[config.mk]
export PLATFORM = sky130hd
export DESIGN_NAME = sound_ram_ctrl_flat
export DESIGN_NICKNAME = d
export VERILOG_FILES = /design/src/rtl/sound_ram_ctrl_pkg.sv /design/src/rtl/sound_ram_ctrl_if.sv /design/src/rtl/sound_ram_ctrl.sv /design/src/flat_wrapper.sv
export SDC_FILE = /design/constraint.sdc
export NUM_CORES = 1
export LEC_CHECK = 0
export ABC_AREA = 1
export BUFFER_PORTS_ARGS = -buffer_cell sky130_fd_sc_hd__buf_2
export CORE_ASPECT_RATIO = 1.1
export CORE_MARGIN = 2
export CORE_UTILIZATION = 56
export CTS_BUF_LIST = sky130_fd_sc_hd__clkbuf_4 sky130_fd_sc_hd__clkbuf_8
export DETAILED_ROUTE_END_ITERATION = 8
export GPL_TIMING_DRIVEN = 0
export PLACE_DENSITY_LB_ADDON = 0.3
export SYNTH_ARGS = -nofsm -noshare
export SYNTH_HDL_FRONTEND = slang
export SYNTH_SLANG_ARGS = --single-unit
[constraint.sdc]
create_clock -name clk -period 3.75 [get_ports clk]
set_input_delay 0.9375 -clock clk [delete_from_list [all_inputs] [get_ports clk]]
set_output_delay 0.9375 -clock clk [all_outputs]
set_load 0.02 [all_outputs]
[src/rtl/sound_ram_ctrl_pkg.sv]
// Shared types and constants for the sound RAM record/playback controller.
package sound_pkg;

  localparam int SAMPLE_W = 24;
  localparam int ADDR_W   = 16;

  typedef enum logic [1:0] {
    IDLE   = 2'd0,
    RECORD = 2'd1,
    PLAY   = 2'd2
  } state_t;

endpackage

[src/rtl/sound_ram_ctrl_if.sv]
// Port bundle between the controller and the external synchronous sound RAM.
interface sound_ram_if;
  import sound_pkg::*;

  logic [ADDR_W-1:0]   ram_addr;
  logic                ram_we;
  logic [SAMPLE_W-1:0] ram_din;
  logic [SAMPLE_W-1:0] ram_dout;

  modport master (
    output ram_addr,
    output ram_we,
    output ram_din,
    input  ram_dout
  );

  modport slave (
    input  ram_addr,
    input  ram_we,
    input  ram_din,
    output ram_dout
  );

endinterface

[src/rtl/sound_ram_ctrl.sv]
// Record/playback sequencer for an external sound RAM with one-cycle read latency.
module sound_ram_ctrl
  import sound_pkg::*;
#(
    parameter int DEPTH = 64
) (
    input  logic                clk,
    input  logic                reset,
    input  logic                rec_start,
    input  logic                play_start,
    input  logic                stop,
    input  logic                loop,
    input  logic                sample_tick,
    input  logic [SAMPLE_W-1:0] sample_in,
    output logic [SAMPLE_W-1:0] sample_out,
    output logic                sample_valid,
    sound_ram_if.master         ram,
    output logic [ADDR_W-1:0]   length,
    output logic                busy
);

    localparam logic [ADDR_W-1:0] LAST = ADDR_W'(DEPTH - 1);
    localparam logic [ADDR_W-1:0] FULL = ADDR_W'(DEPTH);

    state_t            state;
    logic [ADDR_W-1:0] ptr;
    logic              rd_pend;
    logic              play_last;

    assign play_last = (ptr == length - 16'd1);

    // Write strobe follows the tick directly; reset masks a stale RECORD state.
    assign ram.ram_we   = (state == RECORD) && sample_tick && !reset;
    assign ram.ram_addr = ptr;
    assign ram.ram_din  = sample_in;
    assign busy         = (state != IDLE);

    always_ff @(posedge clk) begin
        if (reset) begin
            state        <= IDLE;
            ptr          <= '0;
            length       <= '0;
            rd_pend      <= 1'b0;
            sample_out   <= '0;
            sample_valid <= 1'b0;
        end else begin
            rd_pend      <= 1'b0;
            sample_valid <= rd_pend;
            if (rd_pend) begin
                sample_out <= ram.ram_dout;
            end

            unique case (state)
                IDLE: begin
                    if (stop) begin
                        state <= IDLE;
                    end else if (rec_start) begin
                        ptr   <= '0;
                        state <= RECORD;
                    end else if (play_start && length != '0) begin
                        ptr   <= '0;
                        state <= PLAY;
                    end
                end

                RECORD: begin
                    if (stop) begin
                        length <= ptr + ADDR_W'(sample_tick);
                        ptr    <= '0;
                        state  <= IDLE;
                    end else if (sample_tick) begin
                        if (ptr == LAST) begin
                            length <= FULL;
                            ptr    <= '0;
                            state  <= IDLE;
                        end else begin
                            ptr <= ptr + 16'd1;
                        end
                    end
                end

                PLAY: begin
                    // A tick in the stop cycle issues no read; one already issued drains.
                    if (stop) begin
                        ptr   <= '0;
                        state <= IDLE;
                    end else if (sample_tick) begin
                        rd_pend <= 1'b1;
                        if (play_last) begin
                            ptr <= '0;
                            if (!loop) begin
                                state <= IDLE;
                            end
                        end else begin
                            ptr <= ptr + 16'd1;
                        end
                    end
                end

                default: state <= IDLE;
            endcase
        end
    end

endmodule

[src/flat_wrapper.sv]
// flat-port wrapper written by rule: the top's interface ports become plain ports
module sound_ram_ctrl_flat import sound_pkg::*;
#(
    parameter int DEPTH = 64
)
  (clk, reset, rec_start, play_start, stop, loop, sample_tick, sample_in, sample_out, sample_valid, length, busy, ram_ram_addr, ram_ram_we, ram_ram_din, ram_ram_dout);
  sound_ram_if ram_i ();
  input  logic clk;
  input  logic reset;
  input  logic rec_start;
  input  logic play_start;
  input  logic stop;
  input  logic loop;
  input  logic sample_tick;
  input  logic [SAMPLE_W-1:0] sample_in;
  output logic [SAMPLE_W-1:0] sample_out;
  output logic sample_valid;
  output logic [ADDR_W-1:0] length;
  output logic busy;
  output wire logic [$bits(ram_i.ram_addr)-1:0] ram_ram_addr;
  output wire logic [$bits(ram_i.ram_we)-1:0] ram_ram_we;
  output wire logic [$bits(ram_i.ram_din)-1:0] ram_ram_din;
  input wire logic [$bits(ram_i.ram_dout)-1:0] ram_ram_dout;
  assign ram_ram_addr = ram_i.ram_addr;
  assign ram_ram_we = ram_i.ram_we;
  assign ram_ram_din = ram_i.ram_din;
  assign ram_i.ram_dout = ram_ram_dout;
  sound_ram_ctrl #(.DEPTH(DEPTH)) u_core (.clk(clk), .reset(reset), .rec_start(rec_start), .play_start(play_start), .stop(stop), .loop(loop), .sample_tick(sample_tick), .sample_in(sample_in), .sample_out(sample_out), .sample_valid(sample_valid), .ram(ram_i), .length(length), .busy(busy));
endmodule
After elaboration in Yosys (flattened, before gate mapping)
Index checks and enable logic that the tools add are counted.
{"block": "word_totals", "register_bits": 60, "input_bits": 55, "output_inout_bits": 83}
{"block": "op_classes", "addsub": 3, "n_eq_ne": 12, "n_mux": 25, "n_bitwise": 1, "n_reduce_logical": 14}
{"cell": "$mux W16", "n": 12}
{"cell": "$pmux W16 S3", "n": 1}
{"cell": "$mux W2", "n": 10}
{"cell": "$add A16 B1 Y16", "n": 1}
{"cell": "$add A16 B1 Y16 const B", "n": 1}
{"cell": "$eq A16 B16 Y1", "n": 1}
{"cell": "$eq A16 B6 Y1 const B", "n": 1}
{"cell": "$reduce_bool A16 Y1", "n": 1}
{"cell": "$sub A16 B1 Y16 const B", "n": 1}
{"cell": "$ne A3 B3 Y1 const B", "n": 4}
{"cell": "$ne A3 B2 Y1 const B", "n": 2}
{"cell": "$pmux W2 S3", "n": 1}
{"cell": "$reduce_and A6 Y1", "n": 1}
{"cell": "$reduce_bool A2 Y1", "n": 3}
{"cell": "$reduce_and A5 Y1", "n": 1}
{"cell": "$ne A4 B3 Y1 const B", "n": 1}
{"cell": "$logic_and A1 B1 Y1", "n": 3}
{"cell": "$reduce_and A3 Y1", "n": 1}
{"cell": "$reduce_bool A3 Y1", "n": 1}
{"cell": "$reduce_or A3 Y1", "n": 1}
{"cell": "$eq A2 B1 Y1 const B", "n": 1}
{"cell": "$eq A2 B2 Y1 const B", "n": 1}
{"cell": "$logic_not A2 Y1", "n": 1}
{"cell": "$ne A2 B2 Y1 const B", "n": 1}
{"cell": "other kinds (3)", "n": 3}

Depth between registers and ports, before layout
Gate-level depths: netlist of the first run.
{"block": "logic_depth", "word_depth": 6, "ltp_mapped": 16, "ltp_nobuf": 16}

Worst setup path before layout of the first run
No wires, ideal clock.
{"block": "synth_path", "path_type": "input to output", "start": "input port reset", "end": "output port ram_ram_we", "arrival_ns": 1.799, "t_required_ns": 2.812, "path_slack_ns": 1.014, "stages": 3, "path_buffers": 2, "cell_sequence": "clkbuf_1 > clkbuf_1 > nor3_1"}
{"block": "synth_via", "elab_chain_cells": 2}
{"item": "start: declaration", "line": "flat_wrapper.sv:9", "rtl": "input logic reset;"}
{"item": "$logic_not A1 Y1", "line": "sound_ram_ctrl.sv:33", "rtl": "assign ram.ram_we = (state == RECORD) && sample_tick && !reset;"}
{"item": "$logic_and A1 B1 Y1", "line": "sound_ram_ctrl.sv:33"}
{"item": "end: declaration", "line": "flat_wrapper.sv:21", "rtl": "output wire logic [$bits(ram_i.ram_we)-1:0] ram_ram_we;"}
No other way between the ends.

Worst setup path after layout of the first run
Ends and elaborated chain as after synthesis.

==> reports/metrics.yaml, run 1 <==
synth:
  synth_cell_types: 36
  syn_area_um2: 3815
  yosysTopAreaCell: "dfxtp_1"
  syn_inst: 590
  ys_seq_area_frac: 0.3149
  synth_top_cell_area_share: 0.3149
  synth_seq_cells: 60
  syn_nets: 653
  yosys_warnings: 0
  syn_area_per_cell_um2: 6.466
  synthFlopType: "dfxtp_1"
  async_reset_ff_frac: 0
  synth.area.top_cells: "dfxtp_1 31%, nand2_1 11%, nor2_1 10%, inv_1 6.7%, o21ai_0 5.5%"
  synth-edff-count: 0
place:
  dp_hpwl_um: 8125
  dp_worst_setup_slack_ns: 0.7242
  gp_congestion: 0.9031
  io_buffers: 112
setup_path:
  endpoint_kind: "output pin"
  worstPathBufferInverterCount: 3
  cp-start-kind: "input port"
  worstPathMaxFanout: 10
  critPathMaxStageDelay_ns: 0.49
  arrival_ns: 2.09
  slowest_stage: "clkbuf_1"
  worstPathRequired_ns: 2.81
  worst_path_most_repeated_cell: "clkbuf_1"
  worstSetupPathType: "in2out"
  cp.depth: 4
  reg2reg_depth: 16
  path_cells: "clkbuf_1 -> clkbuf_1 -> nor3_1 -> buf_2"
  critPathTopFamily: "buffers and inverters"
floorplanning:
  io_pins: 138
  row_count: 31
  start_util: 0.5786
  die_w_um: 82.70
  dieArea_um2: 7489
  fp.dieH_um: 90.57
  core_um2: 6594
sta:
  period_share: 0.8078
  rsz0062_at_grt: "false"
  maxSlewHeadroom: 0.6217
  setup_tns_ns: 0
  worstMarginPinSlew_ns: 0.5674
  setup_slack_ns: 0.7206
  hold-worst-slack_ns: 0.4932
  fin_skew_ns: 0.009349
  max_freq_mhz: 330.1
  drv_slew: 0
  setup_viol: 0
  layout_min_cycle_time_ns: 3.029
  hold_viol_final: 0
finish:
  final_cell_mix: "117 x buf_2, 115 x nand2_1, 102 x nor2_1"
  drive_gt1_frac: 0.2604
  final_common_cell: "buf_2"
  final_nets: 776
  diodes: 0
  syn2layout_area_growth_pct: 22.40
clocking:
  cts_max_path_buffers: 2
  post_cts_resized: 0
  cts_sinks: 60
  postCtsHoldBufs: 0
  cts_tree: "yes"
  numCtsBuffers: 9
  root_buffer: "clkbuf_8"
  path_clk_slew_ns: 0.07
  htree_levels: 3
  clk_latency_ns: 0.34
  post_cts_buffers: 0
run:
  drv_cap: 0
pwr:
  irDropWorstVdd_uv: 370.8
  p_leak_nw: 2.491
  p_per_area_nw_per_um2: 496.7
route:
  vias: 4079
  drt_pass1_iterations: 4
  detail_route.iter0.violations: 296
  wire_per_inst_um: 13.04
  drt_wl_total_um: 10440
  viasPerCell: 5.099
  drc: 0
  ant_nets: 0
global_routing:
  grt-ovfl-total: 0
  antenna_found_initial: 0
  grt.total_usage: 0.2922
  grt_pass1_wl_um: 17100
  grt_pass1_vias: 3881
  grt_max_degree: 11
worst_hold_path:
  hold_class: "reg2reg"
  min_path_cells: 2
run_status:
  outcome: "complete, no violations"
-- layer usage --
layer	routed length [um]	part of all wire	global-route usage	vias to the layer above
li1	-	-	-	2092
met1	4142	0.40	0.3451	1839
met2	5384	0.52	0.5181	135
met3	747	0.072	0.04500	13
met4	161	0.015	0.1079	0
met5	0	0	0	-
-- worst register-to-register path, stage by stage (launching register included) --
cell and delay [ns]:
dfxtp_1 0.37, inv_1 0.12, ha_1 0.32, inv_1 0.04
nand2_1 0.06, nand2_1 0.04, nor2_1 0.12, nand3_1 0.09
nor2_1 0.13, nand3_1 0.10, nor2_1 0.10, nand3_1 0.14
nand2_2 0.15, nand2_4 0.10, buf_8 0.16, nand3_1 0.07
a21oi_1 0.07
-- layout make-up --
cell class | count | area, um2
clock inverter | 5 | 52.55
sequential | 60 | 1201
buffer | 47 | 304.0
timing repair buffer | 112 | 560.5
clock buffer | 11 | 138.9
multi-input combinational | 411 | 2039
tap | 82 | 102.6
fill | 597 | 1924
inverter | 72 | 270.3
-- stage by stage --
step                      cell area, um2  cells  total power [mW]  utilization
after global placement              4478    784             1.723       0.6791
after floorplan                     3815    590             1.504            -
final                               4669    800             2.319       0.7082
after CTS                           4669    800             2.322       0.7082
after detailed placement            4478    784             1.751       0.6791
after global routing                4669    800             2.483       0.7082
-- worst paths after layout --
| path | start | to | slack [ns] |
|---|---|---|---|
| min reg2reg | u_core.sample_out[3] | u_core.sample_out[3] | 0.49 |
| min | u_core.sample_out[3] | u_core.sample_out[3] | 0.49 |
| max | reset | ram_ram_we | 0.72 |
| max reg2reg | u_core.length[0] | u_core.ram.ram_addr[14] | 1.41 |
-- registers in the layout, summed over array words and instances, names as in the netlist --
name / flops
u_core.sample_out: 24
u_core.rd_pend: 1
u_core.state: 2
u_core.length: 16
u_core.sample_valid: 1
u_core.ram.ram_addr: 16
-- synthesized netlist by cell type (6+ instances only) --
| master | n |
|---|---|
| nor2_1 | 102 |
| nand3_1 | 41 |
| inv_1 | 68 |
| clkbuf_1 | 13 |
| o21ai_0 | 42 |
| nand2_2 | 6 |
| xor2_1 | 16 |
| buf_4 | 25 |
| nor2_2 | 6 |
| dfxtp_1 | 60 |
| ha_1 | 8 |
| a21oi_1 | 37 |
| nand2_1 | 115 |
-- where the power goes --
group | switching, mW | internal (mW)
combinational | 0.655 | 0.345
sequential | 0.0505 | 0.695
clock | 0.255 | 0.318
-- cells by family (layout without fill, tap and decap cells) --
logic type,Yosys count,in the layout,share of synthesized area
AOI/OAI and AO/OA,90,90,0.1279
and+or+nand+nor,292,292,0.3322
buffers and inverters,119,247,0.1505
xor gates and xnor gates,21,21,0.04821
adders and majority gates,8,8,0.02624
DFF,60,60,0.3149
Power figures use the tool's default switching activity.
==> run 2, diff against run 1 <==
Settings changed: CORE_UTILIZATION 56 to 47.
Clock period 3.75 ns to 2.7 ns, I/O delays scaled along.
==> reports/metrics.yaml, run 2 (synthesis gave the netlist of run 1 again) <==
route:
  vias: 4144  # +1.6%
  drt_wl_total_um: 10590  # +1.5%
  viasPerCell: 5.017  # -1.6%
  drt_pass1_iterations: 6  # +2
  wire_per_inst_um: 12.82  # -1.7%
  ant_nets: 0  # unchanged
  drc: 0  # unchanged
  detail_route.iter0.violations: 274  # -7.4%
setup_path:
  endpoint_kind: "output pin"
  reg2reg_depth: 16  # unchanged
  cp.depth: 4  # unchanged
  worstPathRequired_ns: 2.03  # -0.78 ns
  arrival_ns: 1.82  # -0.27 ns
  slowest_stage: "clkbuf_1"
  worstSetupPathType: "in2out"
  worst_path_most_repeated_cell: "clkbuf_1"
  cp-start-kind: "input port"
  critPathTopFamily: "buffers and inverters"
  critPathMaxStageDelay_ns: 0.51  # +0.02 ns
  reg2reg_setup_slack_ns: 0.38  # -1.03 ns
  worstPathMaxFanout: 10  # unchanged
  worstPathBufferInverterCount: 3  # unchanged
  path_cells: "clkbuf_1 -> clkbuf_1 -> nor3_1 -> buf_2"
sta:
  fin_skew_ns: 0.007193  # -0.002156 ns
  maxSlewHeadroom: 0.6107  # -0.01106
  worstMarginPinSlew_ns: 0.5840  # +0.01659 ns
  period_share: 0.9252
  hold_viol_final: 0  # unchanged
  setup_viol: 0  # unchanged
  max_freq_mhz: 400.3
  hold-worst-slack_ns: 0.4984  # +0.005130 ns
  drv_slew: 0  # unchanged
  setup_tns_ns: 0  # unchanged
  layout_min_cycle_time_ns: 2.498
  rsz0062_at_grt: "false"
finish:
  final_nets: 776  # unchanged
  syn2layout_area_growth_pct: 24.01
  fin_util: 0.5979  # -0.1103
  diodes: 0  # unchanged
  largest_reg_flops: 24  # unchanged
  drive_gt1_frac: 0.2604  # unchanged
  final_cell_mix: "117 x buf_2, 115 x nand2_1, 102 x nor2_1"
  final_common_cell: "buf_2"
  top_register: "u_core.sample_out"
global_routing:
  grt-ovfl-total: 0  # unchanged
  grt_max_degree: 11  # unchanged
  grt_pass1_vias: 3927  # +1.2%
  use_met3: 0.04052  # -0.004480
  grt_util_met2: 0.4382  # -0.07992
  antenna_found_initial: 0  # unchanged
  grt_pass1_wl_um: 17600  # +2.9%
  grt.busiest_layer: "met2"
  grt_use_met1: 0.2797  # -0.06535
  grt.total_usage: 0.2435  # -0.04876
worst_hold_path:
  min_path_cells: 2  # unchanged
  hold_class: "reg2reg"
pwr:
  irDropWorstVdd_uv: 380.3  # +2.6%
  p_leak_nw: 2.507  # +0.67%
  p_per_area_nw_per_um2: 703.7  # +42%
floorplanning:
  dieArea_um2: 8854  # +18%
  io_pins: 138  # unchanged
  start_util: 0.4821  # -0.09643
  fp.dieH_um: 98.49  # +8.8%
  die_w_um: 89.90  # +8.7%
  core_um2: 7913  # +20%
  row_count: 34  # +9.7%
clocking:
  cts_sinks: 60  # unchanged
  numCtsBuffers: 9  # unchanged
  post_cts_resized: 0  # unchanged
  cts_tree: "yes"
  post_cts_buffers: 0  # unchanged
  htree_levels: 3  # unchanged
  clk_latency_ns: 0.35  # about the same
  cts_max_path_buffers: 2  # unchanged
  postCtsHoldBufs: 0  # unchanged
  path_clk_slew_ns: 0.06  # about the same
  root_buffer: "clkbuf_8"
run_status:
  outcome: "complete, no violations"
place:
  dp_hpwl_um: 8271  # +1.8%
  io_buffers: 112  # unchanged
  gp_congestion: 0.9816  # +8.7%
run:
  drv_cap: 0  # unchanged
## run 2: changes by cell type in the layout (fill, tap and decap cells not counted), sizes merged
cell,before,now
bufinv,1,2
clkinvlp,1,0
## run 2: worst paths after layout
| check | from | endpoint |
|---|---|---|
| worst max-delay path | reset | ram_ram_we |
| worst min-delay path | u_core.sample_out[14] | u_core.sample_out[14] |
| worst max register to register | u_core.length[0] | u_core.ram.ram_addr[12] |
| worst min register to register | u_core.sample_out[14] | u_core.sample_out[14] |
## run 2: layout make-up
| type | count | area [um2] |
|---|---|---|
| multi-input cells | 411 | 2039 |
| well taps | 108 | 135.1 |
| clock buffers | 11 | 145.1 |
| repair buffers | 112 | 560.5 |
| inverters | 72 | 270.3 |
| clock inverters | 5 | 75.07 |
| fillers | 791 | 3182 |
| plain buffers | 47 | 304.0 |
| flip-flops and latches | 60 | 1201 |
## run 2: per-layer routing
metal / wire length, um / vias up
met5: 0 / -
met4: 306 / 0
met3: 806 / 32
met2: 5148 / 186
met1: 4331 / 1841
li1: - / 2085
## run 2: worst min-delay path, cell delays in order (launching register included)
cell     delay (ns)
dfxtp_1        0.32
o21ai_0        0.07
nor2_1         0.07
## run 2: power by group
part / switching (mW) / internal (mW) / total [mW]
Combinational: 0.900 / 0.479 / 1.38
Sequential: 0.0755 / 0.966 / 1.04
Clock: 0.358 / 0.550 / 0.908
Total: 1.33 / 1.99 / 3.33
## run 2: through the flow
step                setup WS (ns)  total power [mW]  cell area, um2  instances
finish                     0.2020             3.329            4731        826
global route               0.1197             3.556            4731        826
CTS                        0.1860             3.340            4731        826
detailed placement         0.1960             2.437            4511        810
global placement           0.2111             2.394            4511        810
floorplan                  0.4885             2.090            3815        590
==> run 3, diff against run 2 <==
Settings changed: CORE_UTILIZATION 47 to 45, PLACE_DENSITY set to 0.86, PLACE_DENSITY_LB_ADDON 0.3 to not set, RECOVER_POWER set to 50.
==> reports/metrics.yaml, run 3 (synthesis gave the netlist of run 1 again) <==
run:
  drv_cap: 0  # unchanged
sta:
  setup_viol: 0  # unchanged
  period_share: 0.9225  # -0.002676
  max_freq_mhz: 401.5  # +0.29%
  drv_slew: 0  # unchanged
  setup_tns_ns: 0  # unchanged
  worstMarginPinSlew_ns: 0.5816  # -0.002419 ns
  hold_viol_final: 0  # unchanged
  hold-worst-slack_ns: 0.4957  # -0.002653 ns
  rsz0062_at_grt: "false"
  layout_min_cycle_time_ns: 2.491  # -0.007226 ns
  fin_skew_ns: 0.009123  # +0.001930 ns
  maxSlewHeadroom: 0.6123  # +0.001612
finish:
  final_common_cell: "nand2_1"
  final_area_um2: 4681  # -1.1%
  final_nets: 776  # unchanged
  final_cell_mix: "115 x nand2_1, 102 x nor2_1, 71 x clkbuf_1"
  diodes: 0  # unchanged
  top_register: "u_core.sample_out"
  syn2layout_area_growth_pct: 22.70
  largest_reg_flops: 24  # unchanged
  drive_gt1_frac: 0.1797  # -0.08078
route:
  detail_route.iter0.violations: 257  # -6.2%
  wl_met3_um: 872  # +8.2%
  highest-signal-layer: "met4"
  vias: 4136  # -0.19%
  wire_per_inst_um: 12.63  # -1.5%
  viasPerCell: 4.989  # -0.55%
  drc: 0  # unchanged
  drt_pass1_iterations: 5  # -1
  wl_met1_um: 4309  # -0.51%
  drt_wl_total_um: 10470  # -1.1%
  dr_wl_met2_um: 4883  # -5.1%
  ant_nets: 0  # unchanged
place:
  gp_congestion: 0.9401  # -4.2%
  dp_hpwl_um: 7999  # -3.3%
  placed_cell_area_um2: 4514  # about the same
  io_buffers: 112  # unchanged
floorplanning:
  dieArea_um2: 9231  # +4.3%
  io_pins: 138  # unchanged
  start_util: 0.4585  # -0.02364
  core_um2: 8320  # +5.2%
  die_w_um: 91.79  # +2.1%
  row_count: 35  # +2.9%
  fp.dieH_um: 100.6  # +2.1%
setup_path:
  cp-start-kind: "input port"
  reg2reg_setup_slack_ns: 0.40  # +0.02 ns
  path_cells: "clkbuf_1 -> clkbuf_1 -> nor3_1 -> buf_2"
  reg2reg_depth: 16  # unchanged
  worstReg2RegEnd: "u_core.ram.ram_addr[9]"
  worstSetupPathType: "in2out"
  critPathMaxStageDelay_ns: 0.50  # about the same
  endpoint_kind: "output pin"
  critPathTopFamily: "buffers and inverters"
  slowest_stage: "clkbuf_1"
  arrival_ns: 1.82  # about the same
  worstPathBufferInverterCount: 3  # unchanged
  worstPathMaxFanout: 10  # unchanged
  worst_path_most_repeated_cell: "clkbuf_1"
  reg2reg_from: "u_core.length[0]"
  worstPathRequired_ns: 2.03  # about the same
worst_hold_path:
  hold_class: "reg2reg"
  min_to: "u_core.length[0]"
  min_from: "u_core.length[0]"
  min_path_cells: 2  # unchanged
run_status:
  outcome: "complete, no violations"
clocking:
  clk_latency_ns: 0.35  # about the same
  cts_tree: "yes"
  cts_sinks: 60  # unchanged
  cts_max_path_buffers: 2  # unchanged
  numCtsBuffers: 9  # unchanged
  root_buffer: "clkbuf_8"
  post_cts_buffers: 0  # unchanged
  htree_levels: 3  # unchanged
  path_clk_slew_ns: 0.07  # about the same
  postCtsHoldBufs: 0  # unchanged
  post_cts_resized: 0  # unchanged
pwr:
  irDropWorstVdd_uv: 440.0  # +16%
  p_per_area_nw_per_um2: 725.1  # +3.0%
  p_leak_nw: 2.292  # -8.6%
global_routing:
  grt_pass1_wl_um: 17050  # -3.1%
  grt-ovfl-total: 0  # unchanged
  antenna_found_initial: 0  # unchanged
  grt_max_degree: 12  # +1
  grt.total_usage: 0.2299  # -0.01362
  grt_pass1_vias: 3834  # -2.4%
==> run 3: changes by cell type in the layout (fill, tap and decap cells not counted) <==
cell,change
bufinv_16,+1
clkinv_2,-1
clkbuf_4,-1
buf_2,-58
clkinvlp_4,+2
clkbuf_8,-1
clkbuf_1,+58
==> run 3: how the worst max path moves through the flow <==
stage                      from         end  slack, ns  cells after the start
after global routing      reset  ram_ram_we       0.19                      4
after global placement    reset  ram_ram_we       0.24                      4
final                     reset  ram_ram_we       0.21                      4
after floorplan           reset  ram_ram_we       0.49                      3
after CTS                 reset  ram_ram_we       0.26                      4
after detailed placement  reset  ram_ram_we       0.26                      4
==> run 3: cell type report <==
type                            count  area [um2]
Clock inverter                      7       115.1
Tap cell                          111       138.9
Buffer                             47       304.0
Sequential cell                    60        1201
Timing Repair Buffer              112       488.0
Multi-Input combinational cell    411        2039
Clock buffer                        9       123.9
Inverter                           72       270.3
Fill cell                         841        3640
==> run 3: stage by stage <==
stage          std cells  power (mW)  setup slack (ns)  utilization
3_3_place_gp         813       2.407            0.2432       0.5426
2_1_floorplan        590       2.090            0.4885            -
4_1_cts              829       3.421            0.2642       0.5713
3_5_place_dp         813       2.429            0.2590       0.5426
5_1_grt              829       3.623            0.1887       0.5626
6_report             829       3.394            0.2092       0.5626
==> run 3: metal layers <==
metal / global-route usage / vias to the layer above
li1: - / 2093
met1: 0.2625 / 1816
met2: 0.3880 / 191
met3: 0.06432 / 36
met4: 0.1297 / 0
met5: 0 / -
==> run 3: power breakdown <==
part | switching [mW] | total (mW) | leakage [nW] | internal, mW
Sequential | 0.0729 | 1.04 | 0.485 | 0.966
Clock | 0.381 | 0.990 | 0.115 | 0.609
Combinational | 0.902 | 1.37 | 1.69 | 0.463
Total | 1.36 | 3.39 | 2.29 | 2.04
==> run 3: worst reg2reg max path, stage by stage, from the launching register on <==
cell and delay (ns):
dfxtp_1 0.36, inv_1 0.12, ha_1 0.32, inv_1 0.04
nand2_1 0.05, nand2_1 0.04, nor2_1 0.12, nand3_1 0.09
nor2_1 0.11, nand3_1 0.09, nor2_1 0.14, nand3_1 0.14
nand2_2 0.14, nand2_4 0.11, buf_8 0.16, nand3_1 0.07
a21oi_1 0.06
